File: config.mk
export PLATFORM = sky130hd
export DESIGN_NAME = i2c_slave
export DESIGN_NICKNAME = d
export VERILOG_FILES = /design/src/rtl/i2c_slave.sv
export SDC_FILE = /design/constraint.sdc
export NUM_CORES = 1
export LEC_CHECK = 0
export CAP_MARGIN = 20
export CORE_MARGIN = 1
export CORE_UTILIZATION = 35
export DETAILED_ROUTE_END_ITERATION = 6
export HOLD_SLACK_MARGIN = 0.08
export PLACE_DENSITY_LB_ADDON = 0.08
export SYNTH_ARGS = -nofsm -noshare
export SYNTH_HDL_FRONTEND = slang
export SYNTH_SLANG_ARGS = --single-unit
File: constraint.sdc
create_clock -name clk -period 1.65 [get_ports clk]
set_input_delay 0.4125 -clock clk [delete_from_list [all_inputs] [get_ports clk]]
set_output_delay 0.4125 -clock clk [all_outputs]
set_load 0.01 [all_outputs]
File: src/rtl/i2c_slave.sv
// i2c_slave: single-address I2C target with strobe handshakes to host logic.
// Define I2C_SLAVE_CLKSTRETCH_EN to stretch SCL while read data is not ready.
`timescale 1ns/1ps
module i2c_slave #(
    parameter logic [6:0] SLAVE_ADDR  = 7'h42,
    parameter int         SYNC_STAGES = 2,
    parameter int         SETUP_CLKS  = 4
) (
    input  logic       clk,
    input  logic       resetn,
    input  logic       I2C_SDA_i,
    output logic       I2C_SDADR0_o,
    input  logic       I2C_SCL_i,
    output logic       I2C_SCLDR0_o,
    output logic       busy_o,
    output logic       rw_o,
    output logic       start_o,
    output logic       stop_o,
    output logic [7:0] rx_data_o,
    output logic       rx_stb_o,
    input  logic       rx_nack_i,
    output logic       tx_req_o,
    input  logic [7:0] tx_data_i,
    input  logic       tx_valid_i,
    output logic       tx_underrun_o
);

`ifdef I2C_SLAVE_CLKSTRETCH_EN
    localparam bit STRETCH = 1'b1;
`else
    localparam bit STRETCH = 1'b0;
`endif
    localparam int CW = $clog2(SETUP_CLKS + 2);

    typedef enum logic [2:0] {
        IDLE, ADDR, ADDR_ACK, RX_BYTE, RX_ACK, TX_BYTE, TX_ACK, WAIT_STOP
    } state_e;

    state_e state_q, state_d;

    logic [SYNC_STAGES-1:0] scl_sync_q, sda_sync_q;
    logic scl_q, sda_q;
    logic [3:0] bitcnt_q, bitcnt_d;
    logic [7:0] shift_q, shift_d;
    logic [6:0] tx_q, tx_d;
    logic [7:0] rx_data_q, rx_data_d;
    logic sda_dr_q, sda_dr_d, scl_dr_q, scl_dr_d;
    logic busy_q, busy_d, rw_q, rw_d, nack_q, nack_d;
    logic start_q, start_d, stop_q, stop_d, rx_stb_q, rx_stb_d;
    logic tx_req_q, tx_req_d, under_q, under_d;
    logic [CW-1:0] setup_cnt_q, setup_cnt_d;
    logic tx_load;

    logic scl_s, sda_s, scl_rise, scl_fall, start_det, stop_det, addr_match;

    assign scl_s      = scl_sync_q[SYNC_STAGES-1];
    assign sda_s      = sda_sync_q[SYNC_STAGES-1];
    assign scl_rise   = scl_s & ~scl_q;
    assign scl_fall   = ~scl_s & scl_q;
    assign start_det  = scl_s & scl_q & sda_q & ~sda_s;
    assign stop_det   = scl_s & scl_q & ~sda_q & sda_s;
    assign addr_match = (shift_q[7:1] == SLAVE_ADDR) && (SLAVE_ADDR != 7'd0);

    always_ff @(posedge clk or negedge resetn) begin
        if (!resetn) begin
            state_q <= IDLE;
        end else begin
            state_q <= state_d;
        end
    end

    always_comb begin
        state_d = state_q;
        if (stop_det) begin
            state_d = IDLE;
        end else if (start_det) begin
            state_d = ADDR;
        end else begin
            unique case (state_q)
                ADDR:
                    if (scl_fall && bitcnt_q == 4'd8)
                        state_d = addr_match ? ADDR_ACK : WAIT_STOP;
                ADDR_ACK:
                    if (scl_fall) state_d = rw_q ? TX_BYTE : RX_BYTE;
                RX_BYTE:
                    if (scl_fall && bitcnt_q == 4'd8) state_d = RX_ACK;
                RX_ACK:
                    if (scl_fall) state_d = nack_q ? WAIT_STOP : RX_BYTE;
                TX_BYTE:
                    if (scl_fall && bitcnt_q == 4'd8) state_d = TX_ACK;
                TX_ACK:
                    if (scl_rise && sda_s) state_d = WAIT_STOP;
                    else if (scl_fall) state_d = TX_BYTE;
                default: ;
            endcase
        end
    end

    always_comb begin
        bitcnt_d    = bitcnt_q;
        shift_d     = shift_q;
        tx_d        = tx_q;
        rx_data_d   = rx_data_q;
        sda_dr_d    = sda_dr_q;
        scl_dr_d    = scl_dr_q;
        busy_d      = busy_q;
        rw_d        = rw_q;
        nack_d      = nack_q;
        setup_cnt_d = setup_cnt_q;
        start_d     = 1'b0;
        stop_d      = 1'b0;
        rx_stb_d    = 1'b0;
        tx_req_d    = 1'b0;
        under_d     = 1'b0;
        tx_load     = 1'b0;
        if (stop_det) begin
            sda_dr_d    = 1'b0;
            scl_dr_d    = 1'b0;
            setup_cnt_d = '0;
            busy_d      = 1'b0;
            stop_d      = busy_q;
        end else if (start_det) begin
            sda_dr_d    = 1'b0;
            scl_dr_d    = 1'b0;
            setup_cnt_d = '0;
            busy_d      = 1'b0;
            bitcnt_d    = 4'd0;
        end else begin
            if (scl_rise) bitcnt_d = bitcnt_q + 4'd1;
            unique case (state_q)
                ADDR: begin
                    if (scl_rise) shift_d = {shift_q[6:0], sda_s};
                    if (scl_fall && bitcnt_q == 4'd8 && addr_match) begin
                        sda_dr_d = 1'b1;
                        rw_d     = shift_q[0];
                        start_d  = 1'b1;
                        busy_d   = 1'b1;
                    end
                end
                ADDR_ACK: begin
                    if (scl_rise && rw_q) tx_req_d = 1'b1;
                    if (scl_fall) begin
                        sda_dr_d = 1'b0;
                        bitcnt_d = 4'd0;
                        tx_load  = rw_q;
                    end
                end
                RX_BYTE: begin
                    if (scl_rise) begin
                        shift_d = {shift_q[6:0], sda_s};
                        if (bitcnt_q == 4'd7) begin
                            rx_data_d = {shift_q[6:0], sda_s};
                            rx_stb_d  = 1'b1;
                            nack_d    = rx_nack_i;
                        end
                    end
                    if (scl_fall && bitcnt_q == 4'd8) sda_dr_d = ~nack_q;
                end
                RX_ACK:
                    if (scl_fall) begin
                        sda_dr_d = 1'b0;
                        bitcnt_d = 4'd0;
                        busy_d   = busy_q & ~nack_q;
                    end
                TX_BYTE:
                    if (scl_fall) begin
                        if (bitcnt_q == 4'd8) begin
                            sda_dr_d = 1'b0;
                        end else begin
                            sda_dr_d = ~tx_q[6];
                            tx_d     = {tx_q[5:0], 1'b0};
                        end
                    end
                TX_ACK: begin
                    if (scl_rise) begin
                        if (sda_s) busy_d = 1'b0;
                        else tx_req_d = 1'b1;
                    end
                    if (scl_fall) begin
                        bitcnt_d = 4'd0;
                        tx_load  = 1'b1;
                    end
                end
                default: ;
            endcase
            // Bit 7 of a read byte goes out on the fall that ends the ACK.
            if (tx_load) begin
                if (tx_valid_i) begin
                    tx_d     = tx_data_i[6:0];
                    sda_dr_d = ~tx_data_i[7];
                end else if (STRETCH) begin
                    sda_dr_d = 1'b0;
                    scl_dr_d = 1'b1;
                end else begin
                    tx_d     = 7'h7F;
                    sda_dr_d = 1'b0;
                    under_d  = 1'b1;
                end
            end
            if (STRETCH && scl_dr_q && setup_cnt_q == '0 && tx_valid_i) begin
                tx_d        = tx_data_i[6:0];
                sda_dr_d    = ~tx_data_i[7];
                setup_cnt_d = CW'(SETUP_CLKS);
                if (SETUP_CLKS == 0) scl_dr_d = 1'b0;
            end else if (setup_cnt_q == CW'(1)) begin
                scl_dr_d    = 1'b0;
                setup_cnt_d = '0;
            end else if (setup_cnt_q != '0) begin
                setup_cnt_d = setup_cnt_q - CW'(1);
            end
        end
    end

    always_ff @(posedge clk or negedge resetn) begin
        if (!resetn) begin
            scl_sync_q  <= '1;
            sda_sync_q  <= '1;
            scl_q       <= 1'b1;
            sda_q       <= 1'b1;
            bitcnt_q    <= 4'd0;
            shift_q     <= 8'd0;
            tx_q        <= 7'd0;
            rx_data_q   <= 8'd0;
            sda_dr_q    <= 1'b0;
            scl_dr_q    <= 1'b0;
            busy_q      <= 1'b0;
            rw_q        <= 1'b0;
            nack_q      <= 1'b0;
            setup_cnt_q <= '0;
            start_q     <= 1'b0;
            stop_q      <= 1'b0;
            rx_stb_q    <= 1'b0;
            tx_req_q    <= 1'b0;
            under_q     <= 1'b0;
        end else begin
            scl_sync_q  <= {scl_sync_q[SYNC_STAGES-2:0], I2C_SCL_i};
            sda_sync_q  <= {sda_sync_q[SYNC_STAGES-2:0], I2C_SDA_i};
            scl_q       <= scl_s;
            sda_q       <= sda_s;
            bitcnt_q    <= bitcnt_d;
            shift_q     <= shift_d;
            tx_q        <= tx_d;
            rx_data_q   <= rx_data_d;
            sda_dr_q    <= sda_dr_d;
            scl_dr_q    <= scl_dr_d;
            busy_q      <= busy_d;
            rw_q        <= rw_d;
            nack_q      <= nack_d;
            setup_cnt_q <= setup_cnt_d;
            start_q     <= start_d;
            stop_q      <= stop_d;
            rx_stb_q    <= rx_stb_d;
            tx_req_q    <= tx_req_d;
            under_q     <= under_d;
        end
    end

    assign I2C_SDADR0_o  = sda_dr_q;
    assign I2C_SCLDR0_o  = scl_dr_q;
    assign busy_o        = busy_q;
    assign rw_o          = rw_q;
    assign start_o       = start_q;
    assign stop_o        = stop_q;
    assign rx_data_o     = rx_data_q;
    assign rx_stb_o      = rx_stb_q;
    assign tx_req_o      = tx_req_q;
    assign tx_underrun_o = under_q;

endmodule

==> results_dict.tcl, run 1 <==
set metrics [dict create \
    cp.required_ns 1.83 \
    switchingPower_mw 1.073 \
    synth_edf_count 0 \
    layout-drive-gt1-share_pct 38.41 \
    fp.coreArea_um2 5991 \
    postRouteAntennaNets 0 \
    placed_area_um2 2831 \
    synth.most_common_cell "dfrtp_1" \
    intPower_mw 2.464 \
    grt_use_total_pct 18.37 \
    failed_checks "setup timing" \
    status "finished, violations left" \
    post-route-min-period_ns 1.770 \
    gp_congestion 0.8112 \
    grt_pass1_wl_um 9045 \
    avgSynthCellArea_um2 11.19 \
    diodes 0 \
    switching_share_pct 30.34 \
    io_pins 31 \
    grt_pass1_vias 1879 \
    start_util_pct 36.80 \
    hold_ws_ns 0.3581 \
    hold_start "scl_sync_q[0]" \
    htreeDepth 2 \
    yosysTopAreaCellShare_pct 44.27 \
    cts.sinks 45 \
    dieArea_um2 6620 \
    grt_max_degree 19 \
    worstSetupPathType "flip-flop to flip-flop" \
    synthesis.area_um2 2205 \
    synthCells 197 \
    routed_wl_um 5637 \
    drv_slew 0 \
    dp_slack_ns -0.1659 \
    rsz0062_at_grt "yes" \
    cap_viol_max_count 0 \
    clk_latency_ns 0.30 \
    r2r_start "bitcnt_q[1]" \
    wl_per_cell_um 16.06 \
    drc 0 \
    cts_tree "built" \
    clockBufferDepth 2 \
    nets 291 \
    synth_top_flop_cell "dfrtp_1" \
    combPwrFrac_pct 32.1 \
    layout_setup_ws_ns -0.1197 \
    cp-end-kind "flip-flop" \
    power_frac_clock_pct 23.2 \
    crit_arrival_ns 1.95 \
    clk_pin_slew_worst_paths_ns 0.09 \
    vias_per_cell 5.094 \
    synth.distinct_cells 49 \
    cp-start-kind "flip-flop" \
    row_count 28 \
    yosysSeqAreaShare_pct 51.42 \
    finalInstanceArea_um2 3283 \
    yosysTopAreaCell "dfrtp_1" \
    max_freq_ghz 0.5651 \
    syn_to_final_growth_pct 48.92 \
    hpwl_um 3804 \
    skew_ns 0.004984 \
    hold_path.class "flip-flop to flip-flop" \
    dr.pass1.iters 4 \
    gr-total-overflow 0 \
    vias 1788 \
    peakVddDrop_v 0.0005621 \
    async_reset_ff_share_pct 100.0 \
    synth_nets 213 \
    dieWidth_um 81.37 \
    final_hold_viol_count 0 \
    p_leak_nw 1.523 \
    worstSetupStartpoint "bitcnt_q[1]" \
    port_buffers 29 \
    cts_inserted_buffers 5 \
    synthTopCellsByArea "dfrtp_1 (44%), mux2_2 (9.2%), dfstp_2 (7.2%)" \
    crit_fanout 2 \
    ys_ff_latch 45 \
    die_h_um 81.37 \
    yosys_warnings 0 \
    setup_viol 19 \
    antenna_found_initial 0 \
    first_iter_violations 62 \
    seqPwrFrac_pct 44.7 \
    period_share_pct 107.3 \
    synth_common_cells "dfrtp_1 (39), mux2_2 (18), o21ai_0 (14)" \
    cts_root_buf "clkbuf_8" \
    power_density_nw_per_um2 1077 \
]
[layout make-up]
| cell class | count | area, um^2 |
|---|---|---|
| fillers | 525 | 2708 |
| flip-flops and latches | 45 | 1135 |
| clock inverters | 2 | 35.03 |
| well taps | 75 | 93.84 |
| clock buffers | 6 | 72.57 |
| inverters | 13 | 48.80 |
| multi-input cells | 129 | 1129 |
| repair buffers | 81 | 769.5 |
[critical path: stages (launching register included)]
cell	delay, ns
dfrtp_1	0.40
inv_1	0.06
ha_1	0.13
nand3b_1	0.12
nor2_2	0.13
nand2_1	0.08
or3_4	0.34
inv_2	0.06
mux2_2	0.32
[per-stage QoR]
stage          util (%)  std cells  power, mW  setup TNS (ns)
2_1_floorplan         -        197      2.102          -1.019
3_3_place_gp      47.26        328      2.512          -1.081
3_5_place_dp      47.26        328      2.535          -1.229
4_1_cts           51.67        342      3.430          -1.035
5_1_grt           54.80        351      3.755          -3.065
6_report          54.80        351      3.537          -1.186
[layer usage]
layer / global-route usage [%] / up-vias / wire length [um]
met5: 0 / - / 0
met4: 7.857 / 0 / 86
met3: 3.258 / 10 / 207
met2: 30.42 / 45 / 2771
met1: 23.39 / 876 / 2572
li1: - / 857 / -
[final timing paths]
path	endpoint	slack [ns]	depth (start not counted)
max	rw_o	-0.12	8
min	scl_sync_q[1]	0.36	0
max reg2reg	rw_o	-0.12	8
min reg2reg	scl_sync_q[1]	0.36	0
max in group asynchronous	rx_data_o[6]	0.50	3
min in group asynchronous	bitcnt_q[0]	0.57	2
[cell families (layout without fill, tap and decap cells)]
logic type / Yosys count / in the layout / synth area share (%)
other: 1 / 1 / 0.1701
multiplexers: 21 / 21 / 10.61
flip-flops: 45 / 45 / 51.42
buffers and inverters: 23 / 102 / 5.164
AND/OR/NAND/NOR: 57 / 57 / 16.35
AO/OA/AOI/OAI: 47 / 47 / 14.76
XOR/XNOR: 1 / 1 / 0.3973
adder cells (fa/ha/maj): 2 / 2 / 1.135
[power by group through the flow]
stage	Sequential, mW	Clock [mW]	Combinational (mW)
final	1.58	0.820	1.14
after global routing	1.62	0.881	1.26
after CTS	1.57	0.853	1.01
after detailed placement	1.58	0	0.950
after global placement	1.58	0	0.934
after floorplan	1.54	0	0.559
[cells in the final DEF (no fill, tap or decap), types with 3 or more instances in the layout]
cell type	count
clkdlybuf4s50_1	24
dfrtp_1	38
a31oi_1	3
dlymetal6s2s_1	3
buf_4	40
nor2_1	10
nand3_1	5
nand3b_1	8
o211ai_1	8
nand2_1	5
dfstp_2	6
o21ai_0	7
buf_6	6
inv_2	3
inv_1	10
clkbuf_8	5
nand2b_4	3
o21ai_1	7
a21oi_1	7
mux2_4	18
[timing repair]
| item | 4_1_cts | 5_1_grt |
|---|---|---|
| resized for setup | 21 | 36 |
| endpoints found under the setup margin | 18 | 35 |
| hold buffers | 1 | 0 |
| endpoints found under the hold margin | 10 | 0 |
| cloned | 1 | 2 |
| setup buffers | 4 | 7 |
| pin swaps | 2 | 6 |
[flip-flops by register name, indices dropped and copies added, names as in the netlist, 2 cells and up]
name,cells
bitcnt_q,4
scl_sync_q,2
tx_q,7
state_q,3
shift_q,8
rx_data_o,8
sda_sync_q,2
No activity file was read; power rests on OpenSTA's default activity.
==> run 2, diff against run 1 <==
--- a/config.mk
+++ b/config.mk
@@ -6,11 +6,12 @@
 export NUM_CORES = 1
 export LEC_CHECK = 0
 export CAP_MARGIN = 20
-export CORE_MARGIN = 1
+export CORE_MARGIN = 2
 export CORE_UTILIZATION = 35
 export DETAILED_ROUTE_END_ITERATION = 6
 export HOLD_SLACK_MARGIN = 0.08
 export PLACE_DENSITY_LB_ADDON = 0.08
+export SLEW_MARGIN = 20
 export SYNTH_ARGS = -nofsm -noshare
 export SYNTH_HDL_FRONTEND = slang
 export SYNTH_SLANG_ARGS = --single-unit
==> run 2 against run 1 <==
Effect of this change: the flow still finishes with violations (setup timing); die area is 5.0% higher; critical path depth stayed put; clock skew hardly changed; power is 0.80% higher; first-iteration DRC count is 3.2% lower; clock power is 5.7% higher; wire length is 1.0% lower; largest cell class unchanged; largest power group unchanged.
==> results_dict.tcl, run 2 (synthesis gave the netlist of run 1 again) <==
set metrics [dict create \
    status "finished, violations left" \
    failed_checks "setup timing" \
    cp-start-kind "flip-flop" \
    post-route-min-period_ns 1.825 \
    combPwrFrac_pct 31.2 \
    wl_per_cell_um 16.08 \
    vias_per_cell 5.078 \
    layout_setup_ws_ns -0.1752 \
    p_leak_nw 1.588 \
    max_freq_ghz 0.5479 \
    vias 1762 \
    diodes 0 \
    syn_to_final_growth_pct 45.52 \
    grt_use_total_pct 16.96 \
    layout-drive-gt1-share_pct 38.60 \
    cp.required_ns 1.85 \
    cts_tree "built" \
    antenna_found_initial 0 \
    finalInstanceArea_um2 3208 \
    cap_viol_max_count 0 \
    final_common_cell "buf_4" \
    dieArea_um2 6950 \
    die_h_um 83.37 \
    final_cell_mix "buf_4 (41), dfrtp_1 (38), clkdlybuf4s50_1 (17)" \
    instances_no_fill 347 \
    port_buffers 29 \
    dieWidth_um 83.37 \
    multi_input_area_um2 1094 \
    cts_root_buf "clkbuf_8" \
    htreeDepth 2 \
    power_density_nw_per_um2 1111 \
    skew_ns 0.005108 \
    final_hold_viol_count 0 \
    power_frac_clock_pct 24.3 \
    clk_latency_ns 0.31 \
    setup_viol 16 \
    cts.sinks 45 \
    period_share_pct 110.6 \
    cts_inserted_buffers 5 \
    placedCellCount 333 \
    rsz0062_at_grt "yes" \
    routed_wl_um 5579 \
    cp-end-kind "flip-flop" \
    regArea_um2 1135 \
    crit_fanout 2 \
    fin_tns_setup_ns -1.204 \
    dr.pass1.iters 4 \
    gr-total-overflow 0 \
    io_pins 31 \
    placed_area_um2 2894 \
    dp_slack_ns -0.1744 \
    hold_path.class "flip-flop to flip-flop" \
    fp.coreArea_um2 5991 \
    fillCellCount 533 \
    grt_pass1_vias 1834 \
    intPower_mw 2.451 \
    postRouteAntennaNets 0 \
    peakVddDrop_v 0.0005764 \
    switchingPower_mw 1.114 \
    fin_util_pct 53.55 \
    switching_share_pct 31.25 \
    hpwl_um 4136 \
    row_count 28 \
    worstSetupPathType "flip-flop to flip-flop" \
    seqPwrFrac_pct 44.5 \
    crit_arrival_ns 2.03 \
    hold_ws_ns 0.3594 \
    start_util_pct 36.80 \
    grt_max_degree 32 \
    gp_congestion 0.8881 \
    drc 0 \
    fin_total_pwr_mw 3.565 \
    nets 287 \
    drv_slew 0 \
    first_iter_violations 60 \
    clk_pin_slew_worst_paths_ns 0.09 \
    clockBufferDepth 2 \
    grt_pass1_wl_um 9349 \
]
## run 2: changes by cell type in the layout (fill, tap and decap cells not counted), moves of 2 or more
cell,delta
o21ai_1,-6
nor2_2,-2
o21ai_0,+5
dlymetal6s2s_1,+6
clkbuf_16,-2
nor2_4,+2
mux2_4,-8
inv_6,+2
buf_12,+2
mux2_2,+8
buf_6,-4
clkdlybuf4s50_1,-7
## run 2: layout make-up
cell class	count	share of cell area [%]
inverters	13	1.521
repair buffers	77	22.46
flip-flops and latches	45	35.37
well taps	75	2.925
multi-input cells	129	34.09
clock inverters	3	1.482
clock buffers	5	2.145
## run 2: path summary, 6_finish.rpt
check / slack (ns) / depth (start not counted) / startpoint / end
max in group asynchronous: 0.54 / 3 / resetn / sda_sync_q[0]
min: 0.36 / 0 / scl_sync_q[0] / scl_sync_q[1]
max: -0.18 / 8 / bitcnt_q[0] / rw_o
min reg2reg: 0.36 / 0 / scl_sync_q[0] / scl_sync_q[1]
max reg2reg: -0.18 / 8 / bitcnt_q[0] / rw_o
min in group asynchronous: 0.55 / 2 / resetn / bitcnt_q[3]
## run 2: worst max-delay path, cell delays in order (launching register included)
cell	delay, ns
dfrtp_1	0.40
inv_2	0.08
ha_4	0.13
nand3b_1	0.15
nor2_4	0.17
nand2_2	0.06
or3_4	0.37
inv_2	0.07
mux2_4	0.29
## run 2: power by group through the flow
stage	sequential, mW	clock [mW]	combinational (mW)
after global placement	1.58	0	0.972
after detailed placement	1.59	0	1.00
after global routing	1.62	0.953	1.21
after floorplan	1.54	0	0.559
final	1.59	0.867	1.11
after CTS	1.58	0.901	1.04
## run 2: repair_timing
action,CTS,global route
hold buffers,1,0
gates cloned,0,0
buffers inserted,2,3
resized for setup,12,32
endpoints found under the setup margin,22,42
pin swaps,3,9
endpoints found under the hold margin,14,0
## run 2: routing by layer
layer,track usage (%),wire length (um),up-vias
met1,21.78,2481,875
met2,28.67,2867,31
met3,3.777,159,6
met5,0,0,-
li1,-,-,850
met4,4.918,71,0
==> run 3, diff against run 2 <==
--- a/config.mk
+++ b/config.mk
@@ -9,7 +9,7 @@
 export CORE_MARGIN = 2
 export CORE_UTILIZATION = 35
 export DETAILED_ROUTE_END_ITERATION = 6
-export HOLD_SLACK_MARGIN = 0.08
+export HOLD_SLACK_MARGIN = 0.15
 export PLACE_DENSITY_LB_ADDON = 0.08
 export SLEW_MARGIN = 20
 export SYNTH_ARGS = -nofsm -noshare
==> results of run 3 <==
The final DEF is identical to that of run 2; final timing and power are the same.
